`config.mk`:
```
export PLATFORM = sky130hd
export DESIGN_NAME = reg_bank_ctr
export DESIGN_NICKNAME = d
export VERILOG_FILES = /design/src/rtl/reg_bank_ctr.sv
export SDC_FILE = /design/constraint.sdc
export NUM_CORES = 1
export LEC_CHECK = 0
export CORE_UTILIZATION = 44
export DETAILED_ROUTE_END_ITERATION = 6
export PLACE_DENSITY = 0.71
export REMOVE_ABC_BUFFERS = 1
export SLEW_MARGIN = 25
export SYNTH_ARGS = -nofsm -noshare
export SYNTH_HDL_FRONTEND = slang
export SYNTH_SLANG_ARGS = --single-unit
export TNS_END_PERCENT = 20
```
`constraint.sdc`:
```
create_clock -name clk -period 4 [get_ports clk]
set_input_delay 0.8 -clock clk [delete_from_list [all_inputs] [get_ports clk]]
set_output_delay 0.8 -clock clk [all_outputs]
set_load 0.01 [all_outputs]
```
`src/rtl/reg_bank_ctr.sv`:
```
// reg_bank_ctr: DEPTH x WIDTH bank of loadable up/down counters for CPU datapath
// state. One load and one inc/dec may be issued per cycle, to the same or to
// different entries. There are two combinational read ports, and registered
// zero/carry flags report the last valid modify.
module reg_bank_ctr #(
    parameter int WIDTH = 8,
    parameter int DEPTH = 4,
    parameter int AW    = 2,
    parameter bit SAT   = 1'b0
) (
    input  logic             clk,
    input  logic             clr,
    input  logic             we,
    input  logic [AW-1:0]    waddr,
    input  logic [WIDTH-1:0] wdata,
    input  logic             inc,
    input  logic             dec,
    input  logic [AW-1:0]    maddr,
    input  logic [AW-1:0]    raddr_a,
    output logic [WIDTH-1:0] rdata_a,
    input  logic [AW-1:0]    raddr_b,
    output logic [WIDTH-1:0] rdata_b,
    output logic             zero,
    output logic             carry
);

    localparam logic [WIDTH-1:0] ONE = WIDTH'(1);

    logic [WIDTH-1:0] mem [DEPTH];

    logic             mod_valid;
    logic             load_ok;
    logic [WIDTH-1:0] cur;
    logic [WIDTH-1:0] nxt;
    logic             nxt_carry;

    // Addresses at or above DEPTH select no entry.
    function automatic logic in_range(input logic [AW-1:0] a);
        return 32'(a) < DEPTH;
    endfunction

    // Decode the modify op, arbitrate the load against it, and compute the new value.
    always_comb begin
        // NOTE: every signal written here gets a default first, so no path can leave one unassigned and infer a latch.
        cur       = '0;
        nxt       = '0;
        nxt_carry = 1'b0;
        mod_valid = (inc ^ dec) && in_range(maddr);
        // When inc and dec are both high the entry holds, so a load to that same entry is dropped too.
        load_ok   = we && in_range(waddr) &&
                    !((waddr == maddr) && (mod_valid || (inc && dec)));
        if (in_range(maddr)) begin
            cur = mem[maddr];
        end
        if (inc) begin
            if (cur == '1) begin
                nxt       = SAT ? cur : '0;
                nxt_carry = 1'b1;
            end else begin
                nxt = cur + ONE;
            end
        end else begin
            if (cur == '0) begin
                nxt       = SAT ? cur : '1;
                nxt_carry = 1'b1;
            end else begin
                nxt = cur - ONE;
            end
        end
    end

    // Entry and flag state. clr clears everything asynchronously; a valid modify takes priority over a load to the same entry.
    always_ff @(posedge clk or posedge clr) begin
        if (clr) begin
            // NOTE: the storage array is reset as well, because the bank must read 0 straight after clr and not power-up garbage.
            for (int i = 0; i < DEPTH; i++) begin
                mem[i] <= '0;
            end
            zero  <= 1'b0;
            carry <= 1'b0;
        end else begin
            // NOTE: non-blocking assignments let every entry and flag sample the pre-edge values together.
            for (int i = 0; i < DEPTH; i++) begin
                if (mod_valid && (maddr == AW'(i))) begin
                    mem[i] <= nxt;
                end else if (load_ok && (waddr == AW'(i))) begin
                    mem[i] <= wdata;
                end
            end
            if (mod_valid) begin
                zero  <= (nxt == '0);
                carry <= nxt_carry;
            end
        end
    end

    // Combinational read ports. There is no forwarding, and an out-of-range address reads as zero.
    always_comb begin
        rdata_a = '0;
        rdata_b = '0;
        if (in_range(raddr_a)) begin
            rdata_a = mem[raddr_a];
        end
        if (in_range(raddr_b)) begin
            rdata_b = mem[raddr_b];
        end
    end

endmodule

```
==> results.json, run 1 <==
{
  "drt_iter0_markers": 131,
  "status": "complete, no violations",
  "initial_core_util_pct": 45.84,
  "syn_inst": 264,
  "worstRegToRegCells": 6,
  "die_w_um": 80.54,
  "dp_hpwl_mm": 5.398,
  "seqPwrFrac_pct": 31.0,
  "leakagePower_uw": 0.001269,
  "drt-vias-per-instance": 6.142,
  "die_h_um": 80.54,
  "worstMarginPinSlew_ns": 1.042,
  "hp-class": "flop to flop",
  "ctsHoldBuffers": 0,
  "drive_gt1_share_pct": 23.40,
  "area_delta_synth_final_pct": 24.20,
  "ctsResizeCount": 0,
  "clk_pin_slew_worst_paths_ns": 0.08,
  "rows": 28,
  "drt_wl_total_mm": 7.536,
  "p_per_area_mw_per_mm2": 563.4,
  "ys_top_cells_by_area": "dfrtp_1 (31%), mux4_2 (20%), mux2i_1 (8.1%), a21oi_1 (3.3%), o21ai_0 (3.3%)",
  "root_buffer": "clkbuf_8",
  "cts.htree.levels": 2,
  "clockBufferDepth": 2,
  "grt_pass1_vias": 2268,
  "worstSetupPathType": "input port to primary output",
  "yosysTopAreaCellShare_pct": 31.35,
  "synth_flop_cell": "dfrtp_1",
  "fillCellCount": 529,
  "swShare_pct": 39.96,
  "io_buffers": 38,
  "post_cts_buffers": 0,
  "postSynthAreaPerCell_sq_um": 10.28,
  "fmax_ghz": 0.2849,
  "grt_pass1_wl_mm": 11.99,
  "ys_seq_area_share_pct": 31.35,
  "drtAntennaViolNets": 0,
  "cts_buffers": 5,
  "dp_slack_ns": 0.2341,
  "grt_setup_unrepaired": "false",
  "insertedDiodeCount": 0,
  "ir_drop_uv": 292.5,
  "grt_usage_pct": 25.08,
  "power.share.clock_pct": 14.3,
  "fin_worst_skew_ns": 0.008442,
  "grt_max_degree": 35,
  "drc": 0,
  "met1_length_mm": 3.096,
  "ys_top_cells_by_count": "dfrtp_1 (34), mux4_2 (24), mux2i_1 (22), nand2_1 (22)",
  "yosysMostFrequentCell": "dfrtp_1",
  "insertion_delay_ns": 0.29,
  "p_switching_uw": 758.9,
  "synth-seq-cells": 34,
  "clock_sinks": 34,
  "post-route-cell-area_sq_mm": 0.003371,
  "dr.pass1.iters": 4,
  "crit_arrival_ns": 2.71,
  "power_frac_comb_pct": 54.7,
  "slew_violations": 0,
  "setup-tns-final_ns": 0,
  "dr_wl_met3_um": 531,
  "gr-total-overflow": 0,
  "synthArstFlopShare_pct": 100.0,
  "num_vias": 2377,
  "gp_congestion": 0.9342,
  "p_total_uw": 1899,
  "cts_tree": "yes",
  "timing.critical_path.from_type": "input port",
  "synth_cell_types": 44,
  "worstPathRequired_ns": 3.20,
  "syn_area_sq_mm": 0.002714,
  "wl_met2_mm": 3.741,
  "setup_violations": 0,
  "cap_violations": 0,
  "antenna_found_initial": 0,
  "die_area_sq_mm": 0.006486,
  "cp_max_fo": 8,
  "endpoint_kind": "primary output",
  "slew_headroom_pct": 30.43,
  "period_needed_ns": 3.510,
  "avgRoutedWirePerCell_um": 19.47,
  "yosysTopAreaCell": "dfrtp_1",
  "hold_viol_final": 0,
  "fin_ws_ns": 0.4898,
  "highest-signal-layer": "met4",
  "io_pins": 39,
  "yosys_warnings": 0,
  "hold_depth": 2,
  "core_area_sq_mm": 0.005921,
  "nets": 336,
  "post-route-period-util_pct": 87.75,
  "internal_power_uw": 1140,
  "dpl_cell_area_sq_mm": 0.003276,
  "synth-edff-count": 0
}
-- kinds of logic after synthesis --
group	Yosys count	synth area share, %
AO/OA/AOI/OAI	65	15.58
XOR/XNOR	3	0.9684
adder cells (fa/ha/maj)	4	1.844
buffers and inverters	26	4.011
flip-flops	34	31.35
multiplexers	52	30.52
AND/OR/NAND/NOR	80	15.72
-- power by group through the flow --
| stage | Combinational [uW] | Sequential (uW) | Clock [uW] |
|---|---|---|---|
| finish | 1040 | 589 | 272 |
| global route | 1120 | 607 | 294 |
| CTS | 1030 | 586 | 276 |
| detailed placement | 1030 | 593 | 0 |
| global placement | 1010 | 592 | 0 |
| floorplan | 667 | 548 | 0 |
-- worst paths after layout --
path | slack, ns | end | from
worst max register to register | 1.38 | zero | mem[3]
worst max-delay path | 0.49 | rdata_a[0] | raddr_a[1]
worst min register to register | 0.53 | carry | carry
min in group asynchronous | 0.92 | mem[1] | clr
max in group asynchronous | 2.74 | mem[12] | clr
worst min-delay path | 0.53 | carry | carry
-- critical path, cell delays in order --
cell and delay [ns]:
clkdlybuf4s50_1 0.82, mux4_2 0.59, clkdlybuf4s50_1 0.50
-- stage by stage --
step | instances | utilization (%) | hold WS (ns)
floorplan | 245 | - | 0.5573
global placement | 379 | 55.33 | 0.5138
detailed placement | 379 | 55.33 | 0.5229
CTS | 387 | 56.93 | 0.5404
global route | 387 | 56.93 | 0.5594
finish | 387 | 56.93 | 0.5315
-- routing by layer --
metal | GRT usage [%] | up-vias
li1 | - | 1101
met1 | 33.53 | 1162
met2 | 40.34 | 100
met3 | 3.409 | 14
met4 | 11.07 | 0
met5 | 0 | -
-- cell type report --
cell class	instances	area (sq um)	area share, %
sequential	34	850.8	25.24
clock inverter	2	12.51	0.3712
clock buffer	6	82.58	2.450
timing repair buffer	59	538.0	15.96
inverter	7	26.28	0.7795
tap	75	93.84	2.784
multi-input combinational	204	1767	52.41
-- registers in the layout, summed over array words and instances (netlist names) --
signal	count
zero	1
carry	1
mem	32
-- placed cells by master (no fill, tap or decap), types with 18 or more instances in the layout --
| cell type | netlist | layout |
|---|---|---|
| clkdlybuf4s50_1 | 0 | 38 |
| dfrtp_1 | 34 | 34 |
| mux4_2 | 24 | 24 |
| nand2_1 | 22 | 22 |
| mux2i_1 | 22 | 22 |
| buf_4 | 1 | 21 |
| o21ai_0 | 18 | 18 |
| a21oi_1 | 18 | 18 |
| nor2_1 | 18 | 18 |
Note: power is estimated with default switching activity, not from simulation.
==> run 2: changes to the inputs <==
Clock period 4 ns to 3.4 ns, I/O delays scaled along.
==> run 2 against run 1 <==
  * Register-to-register slack worse by 0.57 ns
  * Sequential share of layout area fell by 0.81 points
  * Wire length grew 4.8%
  * Non-clock buffer count increased by 15
  * Clock skew shrank 0.0018 ns
  * Largest cell class unchanged
  * Core utilization up 1.9 points
  * First-iteration DRC count is 57% higher
  * Cell count is 3.6% higher
  * Critical path type is now input port to flop
  * Worst hold slack got worse by 0.0030 ns
  * Die area unchanged
  * Via count up 2.5%
  * Sequential power up 18%
  * Critical endpoint is now zero
==> results.json, run 2 (synthesized netlist as in run 1, its figures left out) <==
{
  "cap_violations": 0,
  "fin_worst_skew_ns": 0.006635,
  "multiInputGateArea_sq_mm": 0.001767,
  "initial_core_util_pct": 45.84,
  "fillCellCount": 518,
  "drt-vias-per-instance": 6.075,
  "worstSetupPathType": "input port to flop",
  "clock_sinks": 34,
  "die_w_um": 80.54,
  "drt_iter0_markers": 206,
  "clockBufferDepth": 2,
  "drive_gt1_share_pct": 26.69,
  "core_area_sq_mm": 0.005921,
  "largest_register": "mem",
  "largest_reg_flops": 32,
  "regArea_sq_um": 850.8,
  "dr.pass1.iters": 4,
  "period_needed_ns": 3.207,
  "grt_pass1_vias": 2528,
  "num_vias": 2436,
  "setup_violations": 0,
  "rows": 28,
  "hp-class": "flop to flop",
  "gp_congestion": 0.9521,
  "slew_headroom_pct": 68.55,
  "status": "complete, no violations",
  "die_h_um": 80.54,
  "cts_tree": "yes",
  "grt_max_degree": 35,
  "insertion_delay_ns": 0.28,
  "post-route-period-util_pct": 94.33,
  "worst_r2r_startpoint": "mem[11]",
  "dpl_cell_area_sq_mm": 0.003401,
  "insertedDiodeCount": 0,
  "drtAntennaViolNets": 0,
  "cts_buffers": 5,
  "p_per_area_mw_per_mm2": 651.1,
  "io_pins": 39,
  "post-route-cell-area_sq_mm": 0.003482,
  "grt_pass1_wl_mm": 12.93,
  "critPathCapture": "zero",
  "worstRegToRegCells": 6,
  "drc": 0,
  "cts.htree.levels": 2,
  "gr-total-overflow": 0,
  "clk_pin_slew_worst_paths_ns": 0.07,
  "drt_wl_total_mm": 7.895,
  "reg2reg_slack_ns": 0.81,
  "worstMarginPinSlew_ns": 0.4717,
  "slew_violations": 0,
  "dp_hpwl_mm": 5.815,
  "fmax_ghz": 0.3118,
  "area_delta_synth_final_pct": 28.31,
  "endpoint_kind": "flop",
  "crit_arrival_ns": 3.38,
  "final_common_cell": "clkdlybuf4s50_1",
  "final_util_pct": 58.81,
  "root_buffer": "clkbuf_8",
  "worstPathRequired_ns": 3.57,
  "timing.rr.end": "zero",
  "post_cts_buffers": 0,
  "ir_drop_uv": 390.3,
  "hold_viol_final": 0,
  "grt_usage_pct": 27.36,
  "crit_start": "maddr[0]",
  "grt_setup_unrepaired": "false",
  "io_buffers": 38,
  "timing.critical_path.from_type": "input port",
  "leakagePower_uw": 0.001352,
  "reg_top3": "mem (32), carry (1), zero (1)",
  "avgRoutedWirePerCell_um": 19.69,
  "die_area_sq_mm": 0.006486,
  "antenna_found_initial": 0,
  "cp_max_fo": 6,
  "nets": 351,
  "layout_common_cells": "clkdlybuf4s50_1 (37), buf_4 (35), dfrtp_1 (34), mux4_2 (24)"
}
## run 2: changes by cell type in the layout (fill, tap and decap cells not counted)
cell and change:
buf_4 +14, buf_12 +1, clkbuf_8 -1, clkdlybuf4s50_1 -1, clkinv_2 +1, clkinvlp_4 -1
dlymetal6s2s_1 +1
## run 2: stage by stage
stage               total power (uW)  setup WS [ns]  hold slack (ns)  cells  setup TNS [ns]
finish                          2267         0.1928           0.5285    401               0
global route                    2421         0.1097           0.5654    401               0
CTS                             2260         0.1195           0.5377    401               0
detailed placement              1970        -0.1831           0.5221    394          -1.599
global placement                1937        -0.1137           0.5199    394         -0.4612
floorplan                       1429         0.4763           0.5573    245               0
## run 2: worst min-delay path by stage
stage	slack, ns	cells after the start	startpoint	end
floorplan	0.56	2	mem[17]	mem[17]
global placement	0.52	2	carry	carry
detailed placement	0.52	2	carry	carry
CTS	0.54	2	carry	carry
global route	0.57	2	carry	carry
finish	0.53	2	carry	carry
## run 2: cell type report
type / instances / share of cell area [%]
well taps: 75 / 2.695
clock inverters: 2 / 0.2875
multi-input cells: 204 / 50.74
flip-flops and latches: 34 / 24.43
clock buffers: 5 / 1.976
inverters: 7 / 0.7546
repair buffers: 74 / 19.12
## run 2: power breakdown
group | internal [uW] | leakage (uW) | switching (uW) | total [uW]
registers | 549 | 0.000404 | 144 | 693
logic | 678 | 0.000904 | 610 | 1290
clock network | 138 | 0.0000438 | 149 | 287
total | 1360 | 0.00135 | 903 | 2270
## run 2: layer usage
layer	track usage (%)	part of all wire (%)	vias up
li1	-	-	1127
met1	35.93	41	1176
met2	45.76	50	114
met3	3.409	6.3	19
met4	10.54	2.6	0
met5	0	0	-
## run 2: what timing repair did
item                       CTS  global route
hold endpoints to repair     0             0
gates resized for setup      0             1
setup endpoints to repair    0             1
hold buffers                 0             0
## run 2: critical path, cell delays in order
cell and delay (ns):
clkdlybuf4s50_1 0.46, buf_4 0.17, mux4_2 0.54, or4_4 0.52, or4_4 0.59, o211ai_2 0.15, nor2_2 0.05, a31o_1 0.22
==> run 3: changes to the inputs <==
Settings changed: CORE_MARGIN from default to 4, CTS_CLUSTER_DIAMETER from default to 60.
==> run 3 against run 2 <==
  * Clock skew up 0.0026 ns
  * Cell area up 2.5%
  * Combinational power up 4%
  * Register-to-register slack better by 0.03 ns
  * Worst setup slack worse by 0.031 ns
  * Cell count up 2.5%
  * Critical path depth down 1
  * Global-route usage down 3.8 points
  * Core utilization up 1.1 points
  * Wire length up 5.0%
==> results.json, run 3 (synthesized netlist as in run 1, its figures left out) <==
{
  "core_area_sq_mm": 0.005956,
  "fin_hold_ws_ns": 0.5527,
  "final_util_pct": 59.94,
  "layout_common_cells": "buf_4 (44), clkdlybuf4s50_1 (38), dfrtp_1 (34), mux4_2 (24)",
  "fillCellCount": 513,
  "slew_violations": 0,
  "drc": 0,
  "power_frac_comb_pct": 56.6,
  "drt_iter0_markers": 164,
  "reg_top3": "mem (32), carry (1), zero (1)",
  "whs_endpoint": "carry",
  "fmax_ghz": 0.3088,
  "insertedDiodeCount": 0,
  "path_depth": 7,
  "io_buffers": 38,
  "dp_cells": 403,
  "initial_core_util_pct": 45.57,
  "clockBufferDepth": 2,
  "largest_register": "mem",
  "timing.critical_path.from_type": "input port",
  "gp_congestion": 0.9773,
  "seqPwrFrac_pct": 29.8,
  "cpMaxStageDelayCell": "clkdlybuf4s50_1",
  "fin_cells": 411,
  "fin_ws_ns": 0.1615,
  "crit_arrival_ns": 3.42,
  "leakagePower_uw": 0.001390,
  "timing.rr.end": "zero",
  "dp_slack_ns": -0.1348,
  "io_pins": 39,
  "insertion_delay_ns": 0.30,
  "cts_tree": "yes",
  "post_cts_buffers": 0,
  "area_delta_synth_final_pct": 31.54,
  "clk_pin_slew_worst_paths_ns": 0.07,
  "final_common_cell": "buf_4",
  "worstSetupPathType": "input port to flop",
  "crit_start": "maddr[1]",
  "status": "complete, no violations",
  "path_buf_inv": 1,
  "hp-class": "flop to flop",
  "p_switching_uw": 943.2,
  "avgRoutedWirePerCell_um": 20.17,
  "fin_worst_skew_ns": 0.009249,
  "cts.htree.levels": 2,
  "antenna_found_initial": 0,
  "crit_top_cell": "or4_4",
  "setup_violations": 0,
  "endpoint_kind": "flop",
  "drt-vias-per-instance": 6.105,
  "power.share.clock_pct": 13.6,
  "nets": 360,
  "root_buffer": "clkbuf_8",
  "cts_buffers": 5,
  "rows": 28,
  "drtAntennaViolNets": 0,
  "grt_pass1_vias": 2532,
  "dp_hpwl_mm": 6.399,
  "reg2reg_slack_ns": 0.84,
  "worstPathRequired_ns": 3.58,
  "cp_top_family": "simple AND/OR/NAND/NOR gates",
  "grt_max_degree": 35,
  "largest_reg_flops": 32,
  "slew_headroom_pct": 62.24,
  "num_vias": 2509,
  "dr.pass1.iters": 4,
  "hold_viol_final": 0,
  "gr-total-overflow": 0,
  "worstRegToRegCells": 6,
  "cap_violations": 0,
  "internal_power_uw": 1423,
  "hp-start": "carry",
  "drive_gt1_share_pct": 29.17,
  "die_h_um": 86.54,
  "drt_wl_total_mm": 8.290,
  "worst_r2r_startpoint": "mem[3]",
  "die_w_um": 86.54,
  "grt_usage_pct": 23.54,
  "p_per_area_mw_per_mm2": 662.7,
  "grt_setup_unrepaired": "false",
  "hold_depth": 2,
  "ir_drop_uv": 379.3,
  "grt_pass1_wl_mm": 13.38,
  "die_area_sq_mm": 0.007488,
  "period_needed_ns": 3.239,
  "path_cells": "clkdlybuf4s50_1, mux4_2, or4_4, or4_4, o211ai_2, nor2_2, a31o_1",
  "swShare_pct": 39.87,
  "worstMarginPinSlew_ns": 0.5651,
  "cp_max_fo": 5,
  "post-route-period-util_pct": 95.25,
  "clock_sinks": 34,
  "slowest_delay_ns": 0.64
}
[run 3: how the worst max path moves through the flow]
stage	slack [ns]	end
floorplan	0.48	mem[24]
global placement	-0.11	zero
detailed placement	-0.13	zero
CTS	0.17	zero
global route	0.02	zero
finish	0.16	zero
[run 3: stage by stage]
step                      cell area [sq um]  setup TNS, ns  total power [uW]
after floorplan                        2631              0              1429
after global placement                 3468        -0.8289              2007
after detailed placement               3468         -1.487              2034
after CTS                              3563              0              2365
after global routing                   3570              0              2520
final                                  3570              0              2366
[run 3: metal layers]
metal	part of all wire (%)	vias up	GRT usage (%)	wire length (um)
met4	3.0	0	9.348	245
met5	0	-	0	0
met2	47	128	38.25	3879
li1	-	1147	-	-
met3	10	22	4.373	848
met1	40	1212	31.14	3317
[run 3: layout make-up]
cell class	instances	area, sq um	area share [%]
well taps	75	93.84	2.629
clock buffers	6	82.58	2.313
clock inverters	2	12.51	0.3505
inverters	7	26.28	0.7361
flip-flops and latches	34	850.8	23.83
repair buffers	83	730.7	20.47
multi-input cells	204	1773	49.67
[run 3: worst min-delay path: cells and delay by family (launching register included)]
family / cells / cell delay [ns]
DFF: 1 / 0.35
AOI/OAI and AO/OA: 1 / 0.11
and+or+nand+nor: 1 / 0.05
[run 3: power groups by stage]
stage,combinational [uW],clock (uW),sequential [uW]
after floorplan,785,0,644
after global placement,1310,0,701
after detailed placement,1330,0,706
after CTS,1340,329,699
after global routing,1460,341,724
final,1340,322,704
[run 3: what timing repair did]
item	in CTS	in global routing
gates resized for setup	0	1
setup endpoints to repair	0	1
hold buffers	0	0
